$ cat config.mk
export PLATFORM = sky130hd
export DESIGN_NAME = dff_elastic_pipe
export DESIGN_NICKNAME = d
export VERILOG_FILES = /design/src/rtl/dff_elastic_pipe.sv
export SDC_FILE = /design/constraint.sdc
export NUM_CORES = 1
export LEC_CHECK = 0
export BUFFER_PORTS_ARGS = -buffer_cell sky130_fd_sc_hd__buf_2
export CAP_MARGIN = 5
export CORE_MARGIN = 10
export CORE_UTILIZATION = 49
export CTS_BUF_LIST = sky130_fd_sc_hd__clkbuf_8
export DETAILED_ROUTE_END_ITERATION = 6
export PLACE_DENSITY = 0.73
export RECOVER_POWER = 50
export SLEW_MARGIN = 20
export SYNTH_ARGS = -nofsm -noshare
export SYNTH_HDL_FRONTEND = slang
export SYNTH_SLANG_ARGS = --single-unit
$ cat constraint.sdc
create_clock -name clk -period 5.7 [get_ports clk]
set_clock_uncertainty 0.05 [all_clocks]
set_input_delay 0.855 -clock clk [delete_from_list [all_inputs] [get_ports clk]]
set_output_delay 0.855 -clock clk [all_outputs]
set_load 0.01 [all_outputs]
$ cat src/rtl/dff_elastic_pipe.sv
// dff_elastic_pipe
//   DEPTH-stage, WIDTH-bit elastic pipeline register built from edge-triggered flops.
//   Every stage has its own valid bit. A stage loads from its upstream neighbour whenever
//   it is empty or its downstream neighbour can move. This lets bubbles collapse while the
//   output is stalled.
//
// Ports
//   clk        rising-edge clock
//   rst_n      asynchronous active-low reset; clears valid bits, data and occupancy
//   flush      synchronous clear of all valid bits (data left as is), beats any transfer
//   in_valid   upstream word valid
//   in_data    upstream word
//   in_ready   pipe can take in_data this cycle (never depends on in_valid)
//   out_valid  last stage holds a valid word
//   out_data   word in the last stage
//   out_ready  downstream takes out_data this cycle
//   occupancy  registered count of valid stages, 0..DEPTH

module dff_elastic_pipe #(
  parameter int unsigned WIDTH = 8,
  parameter int unsigned DEPTH = 4,
  localparam int unsigned CNT_W = $clog2(DEPTH + 1)
) (
  input  logic             clk,
  input  logic             rst_n,
  input  logic             flush,
  input  logic             in_valid,
  input  logic [WIDTH-1:0] in_data,
  output logic             in_ready,
  output logic             out_valid,
  output logic [WIDTH-1:0] out_data,
  input  logic             out_ready,
  output logic [CNT_W-1:0] occupancy
);

  // Stage state, index 0 is the input stage and DEPTH-1 is the output stage
  logic [DEPTH-1:0] valid_q, valid_d;
  logic [WIDTH-1:0] data_q [DEPTH];
  logic [WIDTH-1:0] data_d [DEPTH];
  logic [CNT_W-1:0] cnt_q, cnt_d;

  // rdy[i]: stage i may load this edge; rdy[DEPTH] is the downstream ready
  logic [DEPTH:0]   rdy;

  // What each stage would load: the input port for stage 0, the previous stage otherwise
  logic [DEPTH-1:0] src_valid;
  logic [WIDTH-1:0] src_data [DEPTH];

  logic xfer_in, xfer_out;

  // Ready chain. Built with a running term so the vector is only ever written here,
  // which keeps the chain free of self-reads.
  always_comb begin
    logic chain;
    chain      = out_ready;
    rdy        = '0;
    rdy[DEPTH] = out_ready;
    for (int i = DEPTH - 1; i >= 0; i--) begin
      chain  = !valid_q[i] || chain;
      rdy[i] = chain;
    end
  end

  always_comb begin
    src_valid    = '0;
    src_valid[0] = in_valid;
    src_data[0]  = in_data;
    for (int i = 1; i < DEPTH; i++) begin
      src_valid[i] = valid_q[i-1];
      src_data[i]  = data_q[i-1];
    end
  end

  assign xfer_in  = in_valid && rdy[0];
  assign xfer_out = valid_q[DEPTH-1] && out_ready;

  // Stage next state. Data only moves alongside a valid word, so bubbles never
  // overwrite the data a stage already holds.
  always_comb begin
    valid_d = valid_q;
    data_d  = data_q;
    if (flush) begin
      valid_d = '0;
    end else begin
      for (int i = 0; i < DEPTH; i++) begin
        if (rdy[i]) begin
          valid_d[i] = src_valid[i];
          if (src_valid[i]) begin
            data_d[i] = src_data[i];
          end
        end
      end
    end
  end

  // Occupancy tracks popcount(valid) incrementally
  always_comb begin
    cnt_d = cnt_q;
    if (flush) begin
      cnt_d = '0;
    end else begin
      cnt_d = cnt_q + CNT_W'(xfer_in) - CNT_W'(xfer_out);
    end
  end

  always_ff @(posedge clk or negedge rst_n) begin
    if (!rst_n) begin
      valid_q <= '0;
      cnt_q   <= '0;
      for (int i = 0; i < DEPTH; i++) begin
        data_q[i] <= '0;
      end
    end else begin
      valid_q <= valid_d;
      cnt_q   <= cnt_d;
      for (int i = 0; i < DEPTH; i++) begin
        data_q[i] <= data_d[i];
      end
    end
  end

  assign in_ready  = rdy[0];
  assign out_valid = valid_q[DEPTH-1];
  assign out_data  = data_q[DEPTH-1];
  assign occupancy = cnt_q;

endmodule

### Word-level counts from Yosys, hierarchy flattened

Index checks and enable logic that the tools add are counted.

| storage, ports and cells | value |
|---|---|
| register bits after elaboration | 39 |
| input port bits | 13 |
| output and inout bits | 13 |
| logic and storage cells | 36 |

| operators by class | value |
|---|---|
| add/sub/neg operators | 2 |
| multiplexer cells | 6 |
| bitwise operators | 1 |
| reduce and logical (&&, ||, !) cells | 18 |

Operators with widths:

| kind | number |
|---|---|
| $reduce_and 3->1 | 4 |
| $reduce_bool 2->1 | 4 |
| $logic_not 1->1 | 4 |
| $logic_or 1x1->1 | 4 |
| $mux 1 | 4 |
| $mux 4 | 1 |
| $add 3x1->3 | 1 |
| $mux 3 | 1 |
| $sub 3x1->3 | 1 |
| $logic_and 1x1->1 | 2 |
| $not 1->1 | 1 |

### Depth between registers and ports, before layout

| logic depth | value |
|---|---|
| depth after elaboration | 9 |
| gate-level depth with buffers | 11 |
| gate-level depth less buffers | 10 |

### Least setup slack after synthesis

OpenSTA, ideal clock, no wires.

| timing | value |
|---|---|
| kind | input-to-reg |
| from | input port out_ready |
| to | register cnt_q[2], in the netlist occupancy[2] |
| setup time | 0.133 ns |
| data arrival time | 2.366 ns |
| data required time | 5.517 ns |
| slack | 3.151 ns |
| stages | 11 |
| path buffers | 1 |
| cells stage by stage | and4b_1 buf_6 nand2_1 nand2_1 ha_1 inv_1 ha_1 inv_1 fa_1 xnor2_1 nor2_1 |

| on the way | value |
|---|---|
| word-level cells in the longest chain between the ends | 8 |
| elaborated cells on any way between the ends | 9 |
| classes of those cells | add/sub: 2; mux: 1; reduce/logical: 6 |

RTL lines:

| item | RTL line | source |
|---|---|---|
| from (decl) | 32 | `input logic out_ready,` |
| $logic_or 1x1->1 (4 in a row) | 59 | `chain = !valid_q[i] \|\| chain;` |
| named net in_ready | 29 | `output logic in_ready,` |
| $logic_and 1x1->1 | 74 | `assign xfer_in = in_valid && rdy[0];` |
| $add 3x1->3 | 102 | `cnt_d = cnt_q + CNT_W'(xfer_in) - CNT_W'(xfer_out);` |
| $sub 3x1->3 | 102 |  |
| $mux 3 | 99 | `if (flush) begin` |
| named net cnt_d[2] | 40 | `logic [CNT_W-1:0] cnt_q, cnt_d;` |
| to (signal assigned) | 115 | `cnt_q <= cnt_d;` |
| to (decl) | 40 |  |

The timed path passes the listed nets, and every way through them passes these cells.
A chain may end at the register's enable or synchronous reset.

### Final worst setup path

| timing | value |
|---|---|
| from | input port out_ready |
| to | output port in_ready |

| on the way | value |
|---|---|
| word-level cells in the longest chain between the ends | 4 |

RTL lines:

| item | RTL line |
|---|---|
| $logic_or 1x1->1 (4 in a row) | 59 |
| to (decl) | 29 |

No other way between the ends.

==> results.json <==
{
  "status": "finished with violations",
  "violations": "max-capacitance violations, max-slew violations",
  "cts_tree": "built",
  "netlist.area_leader.share_pct": 58.96,
  "grt_pass1_vias": 950,
  "cts.sinks": 39,
  "synth-seq-cells": 39,
  "dieArea_sq_mm": 0.006103,
  "wl_um": 2539,
  "layout.cells.non_filler": 179,
  "drv_cap": 1,
  "synth-async-reset-ratio_pct": 100.0,
  "power.density_mw_per_mm2": 420.6,
  "area_delta_synth_final_pct": 13.23,
  "htreeDepth": 2,
  "leakagePower_nw": 0.9218,
  "synth_top_family_by_area": "multiplexers",
  "io_pins": 26,
  "cts_hold_buf": 0,
  "synth_warnings": 0,
  "core_sq_mm": 0.003311,
  "postSynthCellCount": 112,
  "finalCriticalPeriod_ns": 2.454,
  "grt_max_degree": 40,
  "dr.pass1.iters": 2,
  "path_class": "in -> out",
  "hold_violations": 0,
  "synth_edf_count": 0,
  "gr-total-overflow": 0,
  "yosysUniqueCellTypes": 24,
  "post-place-cells": 171,
  "drive_gt1_share_pct": 47.37,
  "antenna_found_initial": 0,
  "vias": 851,
  "synth_compound_area_share_pct": 1.738,
  "synth.mux.area_fraction_pct": 23.58,
  "io_buffers": 25,
  "fmax_ghz": 0.4074,
  "grt_pass1_wl_um": 4526,
  "slew_headroom_pct": -29.46,
  "rows": 21,
  "fin_nets": 148,
  "drt_iter0_markers": 35,
  "root_buffer": "clkbuf_8",
  "synthSimpleGateAreaFrac_pct": 5.745,
  "synth_commonest_cells": "39 x dfrtp_1, 24 x mux2_2, 8 x buf_4, 8 x mux2_4, 8 x nor2_1",
  "critPathCaptureType": "primary output",
  "setup_tns_ns": 0,
  "die_x_um": 78.12,
  "hp-class": "reg -> reg",
  "drc_errors": 0,
  "finalCritPeriodShare_pct": 43.06,
  "track_usage_pct": 9.509,
  "ys_seq_area_share_pct": 58.96,
  "place_area_sq_mm": 0.001747,
  "synthXorXnorAreaFrac_pct": 1.058,
  "synth_area_sq_mm": 0.001655,
  "drv_slew": 40,
  "hpwl_um": 1923,
  "synthAdderAreaFrac_pct": 2.721,
  "critPathMaxFanout": 5,
  "antenna_left": 0,
  "worstMarginPinSlew_ns": 1.942,
  "cp-start-kind": "primary input",
  "cts_resized": 0,
  "wl_per_cell_um": 14.18,
  "ir_worst_vdd_mv": 0.2112,
  "setup_violations": 0,
  "clock_latency_ns": 0.28,
  "synth_most_common_cell": "dfrtp_1",
  "worstPathRequired_ns": 4.80,
  "path_clk_slew_ns": 0.07,
  "num_antenna_cells": 0,
  "gp_congestion": 0.7622,
  "die_y_um": 78.12,
  "ys.flop_type": "dfrtp_1",
  "clockBufferDepth": 2,
  "critPathArrivalTime_ns": 1.55,
  "yosys.area.top_type": "dfrtp_1",
  "postLayoutCellArea_sq_mm": 0.001874,
  "start_util_pct": 50.00,
  "syn-num-nets": 128,
  "rsz0062_at_grt": "no",
  "synth_area_leaders": "dfrtp_1 59%, mux2_2 16%, mux2_4 7.3%, buf_4 3.6%, nor2_1 1.8%",
  "postCtsSetupRepairBufs": 0,
  "cts_made_buffers": 5,
  "syn_avg_cell_area_sq_um": 14.78,
  "vias_per_cell": 4.754
}
==> sequential cells by signal, indices dropped and copies added (netlist names) <==
| signal | cells |
|---|---|
| data_q | 24 |
| out_data | 8 |
| valid_q | 4 |
| occupancy | 3 |
==> layout by cell type, fill, tap and decap left out <==
cell type	netlist	routed
a211o_2	1	1
a21oi_1	2	2
a21oi_2	1	1
and2_1	1	1
and2b_1	1	1
and4b_1	1	1
buf_2	1	21
bufinv_16	0	2
clkbuf_1	1	4
clkbuf_8	0	5
dfrtp_1	39	39
fa_1	1	1
ha_1	2	2
inv_1	3	4
mux2_2	24	24
mux2_4	8	8
nand2_1	2	2
nand2b_1	1	1
nor2_1	8	8
nor2b_1	1	1
nor3b_2	1	1
or3b_1	1	1
xnor2_1	1	1
xor2_1	1	1
==> layout make-up <==
type / count / area, sq um
timing repair buffer: 25 / 120.1
multi-input combinational: 58 / 576.8
clock inverter: 3 / 63.81
clock buffer: 5 / 68.82
inverter: 3 / 11.26
sequential: 39 / 975.9
tap: 46 / 57.56
fill: 286 / 1436
==> per-stage QoR <==
stage               hold slack [ns]  total power, W  utilization [%]  setup WS, ns
detailed placement           0.4418       0.0005375            52.76         2.959
global route                 0.4719       0.0008359            56.61         3.019
floorplan                    0.4236       0.0005095                -         3.151
CTS                          0.4583       0.0008045            56.76         3.229
finish                       0.4518       0.0007882            56.61         3.246
global placement             0.4340       0.0005264            52.76         3.083
==> critical path, stage by stage <==
cell      delay (ns)
clkbuf_1        0.09
and4b_1         0.36
nand2_1         0.10
buf_2           0.15
==> metal layers <==
metal,share of wire (%),GRT usage [%],up-vias
met4,2.7,6.810,0
met3,5.8,4.442,5
li1,-,-,413
met5,0,0,-
met1,44,10.66,413
met2,48,13.98,20
==> cells by family (layout without fill, tap and decap cells) <==
family | count (synthesis) | in the layout
buffers and inverters | 15 | 36
DFF | 39 | 39
muxes | 32 | 32
xor gates and xnor gates | 2 | 2
and+or+nand+nor | 17 | 17
adders and majority gates | 3 | 3
AOI/OAI and AO/OA | 4 | 4
==> power breakdown <==
group	leakage [nW]	internal (W)	switching, W	total (W)
clock network	0.0695	0.000173	0.0000898	0.000263
registers	0.485	0.000350	0.0000380	0.000388
logic	0.368	0.0000850	0.0000525	0.000138
==> final timing paths <==
| kind | endpoint | depth (start not counted) | start | slack (ns) |
|---|---|---|---|---|
| max | in_ready | 4 | out_ready | 3.25 |
| min | out_data[3] | 1 | out_data[3] | 0.45 |
| max reg2reg | occupancy[2] | 10 | valid_q[2] | 3.56 |
| min reg2reg | out_data[3] | 1 | out_data[3] | 0.45 |
| max in group asynchronous | out_data[6] | 1 | rst_n | 3.43 |
| min in group asynchronous | occupancy[0] | 1 | rst_n | 1.06 |
(Power assumes the default switching activity.)
